==> src/rtl/arb_pkg.sv <==
// Shared definitions for the arbitrating multiplexer: arbitration mode
// constants and the channel-index width helper.
package arb_pkg;

    localparam int ARB_FIXED = 0;
    localparam int ARB_RR    = 1;

    // Width of a channel index; never narrower than one bit.
    function automatic int chan_w(input int n);
        return (n <= 2) ? 1 : $clog2(n);
    endfunction

endpackage

==> src/rtl/rr_grant.sv <==
// Grant generator: rotates the request vector so the search origin sits at
// bit 0, picks the lowest set bit, then rotates the pick back. With RR set
// the origin is ptr+1 (wrapping), otherwise it is always channel 0.
module rr_grant
    import arb_pkg::*;
#(
    parameter  int N  = 4,
    parameter  int RR = ARB_RR,
    localparam int CW = chan_w(N)
) (
    input  logic [N-1:0]  in_valid,
    input  logic [CW-1:0] ptr,
    output logic [N-1:0]  grant,
    output logic [CW-1:0] idx
);

    logic [CW-1:0] start;
    logic [N-1:0]  rot;
    logic [N-1:0]  pick_oh;
    logic [CW-1:0] pick;
    logic [CW:0]   sum;

    // Rotate, priority-pick, rotate back, and encode the granted channel.
    always_comb begin
        // NOTE: every signal driven here gets a default first so no path
        // leaves it unassigned, which would otherwise infer a latch.
        start = '0;
        if (RR == ARB_RR) begin
            start = (ptr == CW'(N - 1)) ? '0 : ptr + CW'(1);
        end

        rot     = N'({in_valid, in_valid} >> start);
        pick_oh = rot & (~rot + N'(1));

        pick = '0;
        for (int j = N - 1; j >= 0; j--) begin
            if (rot[j]) pick = CW'(j);
        end

        // Left-rotate by start == right-shift of the doubled vector by N-start.
        grant = N'({pick_oh, pick_oh} >> (N - int'(start)));

        sum = {1'b0, pick} + {1'b0, start};
        if (sum >= (CW + 1)'(N)) sum = sum - (CW + 1)'(N);
        idx = sum[CW-1:0];
    end

endmodule

==> src/rtl/arb_mux.sv <==
// N-to-1 arbitrating multiplexer with valid/ready on every channel and a
// registered output stage. The output register reloads whenever it is empty
// or being drained, so a steady consumer sees one word per cycle.
module arb_mux
    import arb_pkg::*;
#(
    parameter  int N  = 4,
    parameter  int W  = 8,
    parameter  int RR = ARB_RR,
    localparam int CW = chan_w(N)
) (
    input  logic           clk,
    input  logic           rst,
    input  logic [N-1:0]   in_valid,
    input  logic [N*W-1:0] in_data,
    output logic [N-1:0]   in_ready,
    output logic           out_valid,
    output logic [W-1:0]   out_data,
    output logic [CW-1:0]  out_chan,
    input  logic           out_ready
);

    logic          load_en;
    logic [N-1:0]  grant;
    logic [CW-1:0] grant_idx;
    logic [CW-1:0] ptr;
    logic [W-1:0]  sel_data;

    assign load_en  = !out_valid || out_ready;
    assign in_ready = grant & {N{load_en}};

    rr_grant #(
        .N  (N),
        .RR (RR)
    ) u_grant (
        .in_valid (in_valid),
        .ptr      (ptr),
        .grant    (grant),
        .idx      (grant_idx)
    );

    // AND-OR data select over the one-hot grant.
    always_comb begin
        sel_data = '0;
        for (int i = 0; i < N; i++) begin
            sel_data = sel_data | (in_data[i*W +: W] & {W{grant[i]}});
        end
    end

    // Output register and round-robin pointer.
    always_ff @(posedge clk or posedge rst) begin
        // NOTE: sequential state uses non-blocking assignments so every
        // register samples pre-edge values regardless of statement order.
        if (rst) begin
            out_valid <= 1'b0;
            out_data  <= '0;
            out_chan  <= '0;
            ptr       <= CW'(N - 1);
        end else if (load_en) begin
            if (|grant) begin
                out_valid <= 1'b1;
                out_data  <= sel_data;
                out_chan  <= grant_idx;
                if (RR == ARB_RR) ptr <= grant_idx;
            end else begin
                out_valid <= 1'b0;
            end
        end
    end

endmodule

==> config.mk <==
export PLATFORM = sky130hd
export DESIGN_NAME = arb_mux
export DESIGN_NICKNAME = d
export VERILOG_FILES = /design/src/rtl/arb_pkg.sv /design/src/rtl/rr_grant.sv /design/src/rtl/arb_mux.sv
export SDC_FILE = /design/constraint.sdc
export NUM_CORES = 1
export LEC_CHECK = 0
export ABC_AREA = 1
export ABC_CLOCK_PERIOD_IN_PS = 6500
export CAP_MARGIN = 20
export CORE_MARGIN = 10
export CORE_UTILIZATION = 47
export DETAILED_ROUTE_END_ITERATION = 7
export PLACE_DENSITY = 0.86
export RECOVER_POWER = 50
export SYNTH_ARGS = -nofsm -noshare
export SYNTH_HDL_FRONTEND = slang
export SYNTH_HIERARCHICAL = 1
export SYNTH_SLANG_ARGS = --single-unit
export TNS_END_PERCENT = 1
==> constraint.sdc <==
create_clock -name clk -period 6.5 [get_ports clk]
set_clock_uncertainty 0.15 [all_clocks]
set_input_delay 0.65 -clock clk [delete_from_list [all_inputs] [get_ports clk]]
set_output_delay 0.65 -clock clk [all_outputs]
set_load 0.02 [all_outputs]
==> results of run 1 <==
## routing by layer
metal,vias up,global-route usage (%),wire length [µm]
met5,-,0,0
li1,784,-,-
met4,0,4.43,59
met2,38,22.2,1720
met3,7,2.72,244
met1,583,15.6,1520
## state kept, by name (all words and copies together), names as in the netlist
signal,flops
out_data,8
out_valid,1
out_chan,2
ptr,2
## synthesized netlist by cell type, drive strengths merged
cell type  number
a21oi           3
buf             8
dfrtp          11
dfstp           2
ha              1
inv            34
nand2         129
nand3          20
nand4           1
nor2           13
o21ai           5
o21bai          1
xor2            2
## worst max path at each step
stage / startpoint / end / slack, ns / depth (start not counted)
finish: ptr[0]$_DFFE_PP1P_ / in_ready[1] / 2.44 / 11
global route: ptr[0]$_DFFE_PP1P_ / in_ready[1] / 2.15 / 13
CTS: ptr[0]$_DFFE_PP1P_ / in_ready[1] / 2.45 / 11
detailed placement: in_valid[2] / in_ready[0] / 2.64 / 12
global placement: in_valid[2] / in_ready[0] / 2.71 / 12
floorplan: ptr[0]$_DFFE_PP1P_ / in_ready[3] / 3.67 / 12
## cell type report
type	instances	area, µm²
tap	31	38.8
sequential	13	328
clock buffer	4	26.3
inverter	34	130
multi-input combinational	175	788
fill	271	892
timing repair buffer	53	531
## worst max-delay path: stages, from the launching register on
cell and delay [ns]:
dfstp_2 0.39, ha_1 0.22, nor2_2 0.45, nand2_1 0.16, nand3_1 0.14, nand2_2 0.08
a21oi_1 0.27, nand3_1 0.12, nand2_1 0.34, inv_1 0.08, nor2_1 0.13, clkdlybuf4s50_1 0.61
## stage by stage
stage                     setup slack [ns]  instances  hold slack, ns
final                                 2.44        310           0.326
after detailed placement              2.64        306           0.314
after CTS                             2.45        310           0.334
after global placement                2.71        306           0.311
after global routing                  2.15        310           0.366
after floorplan                       3.67        230           0.317
## placed cells by master, fill, tap and decap left out
cell	count
nand2_4	1
dfrtp_1	11
clkdlybuf4s50_1	45
a21oi_1	2
nor2_1	8
o21ai_0	4
o21bai_1	1
nand3_1	17
o21ai_1	1
nand4_1	1
dlygate4sd3_1	8
inv_1	33
nor2_2	2
dfstp_2	2
ha_1	1
clkbuf_1	1
inv_4	1
nand3_2	3
clkbuf_4	3
a21oi_2	1
xor2_1	2
nor2_4	3
nand2_2	7
nand2_1	121
## logic make-up after synthesis
group	Yosys count	share of synthesized area, %
XOR/XNOR	2	1.32
flip-flops	13	24.7
AO/OA/AOI/OAI	9	3.87
buffers and inverters	42	15.8
AND/OR/NAND/NOR	163	53.4
adder cells (fa/ha/maj)	1	0.944
==> key figures, run 1 <==
Critical path
  – Crit path arrival time: 3.26 ns
  – Crit path max fanout: 13
  – Crit path launch type: flop
  – R2r worst-path depth: 13
  – R2R Path End: out_chan[0]$_DFFE_PP0P_
  – R2r setup slk: 3.56 ns
  – Worst Path Required: 5.70 ns
  – Critical path class: flop to primary output
  – FF-to-FF Start: ptr[0]$_DFFE_PP1P_
  – CP Capture Type: primary output

Cells and area
  – Final core occ: 67.4%
  – Post-layout net count: 320
  – Layout cells sized above 1: 8.24%
  – Cell area after layout: 0.00184 mm²
  – Layout area overhead: 39.0%
  – Inserted Diodes: 0

Clock tree
  – Max Buffers Root-to-Sink: 2
  – Post-cts sizing count: 0
  – Hold-fix buffers at CTS: 0
  – Clock-pin slew on the worst setup and hold paths: 0.07 ns
  – TritonCTS Sinks: 13
  – TritonCTS clock tree: built
  – TritonCTS buffer count: 3
  – H-tree level count: 1
  – Post-CTS setup buffers: 0
  – Worst-Skew Late Latency: 0.27 ns
  – CTS root buffer: clkbuf_4

Placement
  – HPWL after DPL: 2.97 mm
  – Placed cell areas: 0.00182 mm²
  – RePlAce Congestion: 0.872
  – IO buf count: 53

Global routing
  – Grt ovf: 0
  – Initial antenna violation count: 0
  – Largest net degree at the start of global routing: 18
  – Vias in the first global route: 1293
  – GRT Overall Usage: 13.0%
  – First-pass GRT wire length: 5.84 mm

Synth
  – Post-synthesis instance total: 230
  – Count of state elements after synthesis: 13
  – Post-Syn Nets: 270
  – Mapped Area: 0.00133 mm²
  – Top cells by area, synth: nand2_1, dfrtp_1, inv_1
  – Top cell type's share of synthesized area: 34.3%
  – Top cell type by total area after synthesis: nand2_1
  – Seq/Total Area, Yosys: 24.7%
  – Syn_area_per_cell: 5.76 µm²
  – Synth warn: 6
  – Netlist cell types: 22

Run status
  – Status: completed

Timing
  – Min Tclk post-route: 4.06 ns
  – RSZ-0062 raised after global routing: no
  – Worst Tran Pin Value: 0.534 ns
  – F_max: 246 MHz
  – Tcrit/Tclk final: 62.5%
  – Final setup viols: 0
  – Final Hold Vio Count: 0
  – Worst slew margin: 64.4%
  – Final Max Tran Viols: 0
  – Setup TNS Final: 0 ns

Detailed routing
  – WL final: 3.55 mm
  – Antenna-violating nets left: 0
  – First-pass iteration count of the detailed router: 4
  – DR iter-0 viols: 58
  – Vias post-DR: 1412
  – Via-to-Cell Ratio: 4.55
  – DRC viols: 0
  – DR WL/cell: 11.4 µm

Die
  – Die ar.: 0.00534 mm²
  – # IOs: 54
  – Initial Utilization: 48.5%
  – Die H: 73.1 µm
  – Die W: 73.1 µm
  – Core area: 0.00273 mm²
  – Std-Cell Rows: 19

Worst hold path
  – Hold Crit Depth: 2
  – HP Class: flop to flop
  – Hold Crit Endpoint: out_data[6]$_DFFE_PP0P_
  – HP Start: out_data[6]$_DFFE_PP0P_

Flow run
  – Max-cap violation count: 0
Power of run 1 is left out: the tool's default activity adds up to more than one toggle a clock period on the data nets, which glitch-free logic cannot reach.
==> run 2, diff against run 1 <==
Settings changed: ABC_CLOCK_PERIOD_IN_PS 6500 to 3500, CORE_UTILIZATION 47 to 39, PLACE_DENSITY 0.86 to 0.77.
Clock period 6.5 ns to 3.5 ns, I/O delays scaled along.
==> run 2 against run 1 <==
Critical path depth up 3. Non-clock buffer count up 5. Sequential cell count unchanged. Core utilization down 9.9 points. Cell count up 6.5%. Register-to-register slack worse by 2.8 ns. Highest routed layer unchanged. Clock-buffer cell count unchanged. Sequential share of layout area down 0.57 points. Global-route usage down 1.3 points. Largest cell class unchanged. Hold slack worse by 0.0029 ns. Via count up 1.8%. Die area up 15%.
==> key figures, run 2 (synthesis gave the netlist of run 1 again) <==
Critical path
  – Delay-heaviest family, CP: simple AND/OR/NAND/NOR gates
  – Critical path class: flop to primary output
  – Crit path launch type: flop
  – Crit-path cells: ha_2, inv_1, nand2_2, nand2_1, nand3_1, nand2_2, nand2_1, nand2_2, nor2_2, nand2_1, nand2_1, inv_1, nor2_1, clkdlybuf4s50_1
  – FF-to-FF Start: ptr[0]$_DFFE_PP1P_
  – Crit path max fanout: 11
  – CP dominant cell by count: nand2_1
  – Worst Path Required: 3.00 ns
  – CP Capture Type: primary output
  – R2r worst-path depth: 16
  – R2R Path End: out_data[1]$_DFFE_PP0P_
  – Crit path arrival time: 2.78 ns
  – Buffers plus inverters on the worst setup path: 3
  – R2r setup slk: 0.80 ns
  – CP max stage delay: 0.62 ns
  – CP max stage cell: clkdlybuf4s50_1

Clock tree
  – H-tree level count: 1
  – TritonCTS Sinks: 13
  – Post-cts sizing count: 0
  – CTS root buffer: clkbuf_4
  – TritonCTS clock tree: built
  – Clock-pin slew on the worst setup and hold paths: 0.07 ns
  – Worst-Skew Late Latency: 0.27 ns
  – Max Buffers Root-to-Sink: 2
  – Post-CTS setup buffers: 0
  – Hold-fix buffers at CTS: 0
  – TritonCTS buffer count: 3

Timing
  – Setup TNS Final: 0 ns
  – Final worst slack: 0.220 ns
  – Tcrit/Tclk final: 93.7%
  – Worst Tran Pin Value: 0.476 ns
  – Min Tclk post-route: 3.28 ns
  – RSZ-0062 raised after global routing: no
  – Final setup viols: 0
  – Worst slew margin: 68.2%
  – F_max: 305 MHz
  – Final Max Tran Viols: 0
  – Final Hold Vio Count: 0

Worst hold path
  – Hold Crit Endpoint: out_data[2]$_DFFE_PP0P_
  – HP Class: flop to flop
  – Hold Crit Depth: 2
  – HP Start: out_data[2]$_DFFE_PP0P_

Placement
  – RePlAce Congestion: 0.835
  – HPWL after DPL: 3.13 mm
  – Pre-CTS setup slack: 0.379 ns
  – IO buf count: 53

Die
  – Std-Cell Rows: 21
  – Initial Utilization: 40.0%
  – # IOs: 54
  – Die W: 78.3 µm
  – Die ar.: 0.00613 mm²
  – Die H: 78.3 µm
  – Core area: 0.00331 mm²

Cells and area
  – Commonest non-fill, non-tap cell in the layout: nand2_1
  – Layout area overhead: 43.6%
  – Filler cells: 333
  – Inserted Diodes: 0
  – Largest register FFs: 8
  – Regs by FF count: out_data x8, out_chan x2, ptr x2
  – Top reg by flops: out_data
  – Most frequent cells in the layout: nand2_1, clkdlybuf4s50_1, inv_1, nand3_1, dfrtp_1
  – Layout cells sized above 1: 10.6%
  – Post-layout net count: 325

Global routing
  – Grt ovf: 0
  – Vias in the first global route: 1313
  – GRT Overall Usage: 11.7%
  – Initial antenna violation count: 0
  – First-pass GRT wire length: 6.12 mm
  – Largest net degree at the start of global routing: 18

Detailed routing
  – DRC viols: 0
  – DR WL/cell: 11.1 µm
  – Antenna-violating nets left: 0
  – WL final: 3.66 mm
  – Via-to-Cell Ratio: 4.36
  – DR iter-0 viols: 103
  – Vias post-DR: 1438
  – First-pass iteration count of the detailed router: 4

Run status
  – Status: completed

Flow run
  – Max-cap violation count: 0
## run 2: worst max path at each step
stage | slack, ns | cells after the start | end | startpoint
final | 0.22 | 14 | in_ready[2] | ptr[0]$_DFFE_PP1P_
after global routing | 0.03 | 14 | in_ready[2] | ptr[0]$_DFFE_PP1P_
after CTS | 0.07 | 14 | in_ready[0] | ptr[0]$_DFFE_PP1P_
after detailed placement | 0.38 | 14 | in_ready[0] | ptr[0]$_DFFE_PP1P_
after global placement | 0.44 | 14 | in_ready[0] | ptr[0]$_DFFE_PP1P_
after floorplan | 0.97 | 12 | in_ready[3] | ptr[0]$_DFFE_PP1P_
## run 2: area by class of cell
| class | instances | area [µm²] | share of cell area (%) |
|---|---|---|---|
| Multi-Input combinational cell | 175 | 793 | 41.7 |
| Timing Repair Buffer | 58 | 568 | 29.8 |
| Sequential cell | 13 | 328 | 17.2 |
| Inverter | 34 | 130 | 6.84 |
| Tap cell | 46 | 57.6 | 3.02 |
| Clock buffer | 4 | 26.3 | 1.38 |
## run 2: worst register-to-register path: stages (launching register included)
cell	delay (ns)
dfstp_2	0.57
ha_2	0.19
inv_1	0.07
nand2_2	0.17
nand2_1	0.11
nand3_1	0.09
nand2_2	0.09
nand2_1	0.12
nand2_2	0.07
nor2_2	0.12
nand2_1	0.05
nand2_1	0.10
buf_4	0.18
nor2_4	0.06
a21oi_2	0.34
nand2_1	0.10
nand2_1	0.07
## run 2: routing by layer
metal | vias up | GRT usage [%] | wire length, µm
met5 | - | 0 | 0
met4 | 0 | 3.76 | 44
met1 | 600 | 15.3 | 1690
met3 | 4 | 1.71 | 192
met2 | 41 | 19.2 | 1740
li1 | 793 | - | -
## run 2: stage by stage
stage,instance area [µm²],hold slack [ns],utilization [%],std cells
global route,1900,0.359,57.5,330
finish,1900,0.323,57.5,330
floorplan,1330,0.0755,-,230
global placement,1870,0.311,56.5,326
detailed placement,1870,0.315,56.5,326
CTS,1900,0.258,57.3,330
Power of run 2 is left out for the same reason.
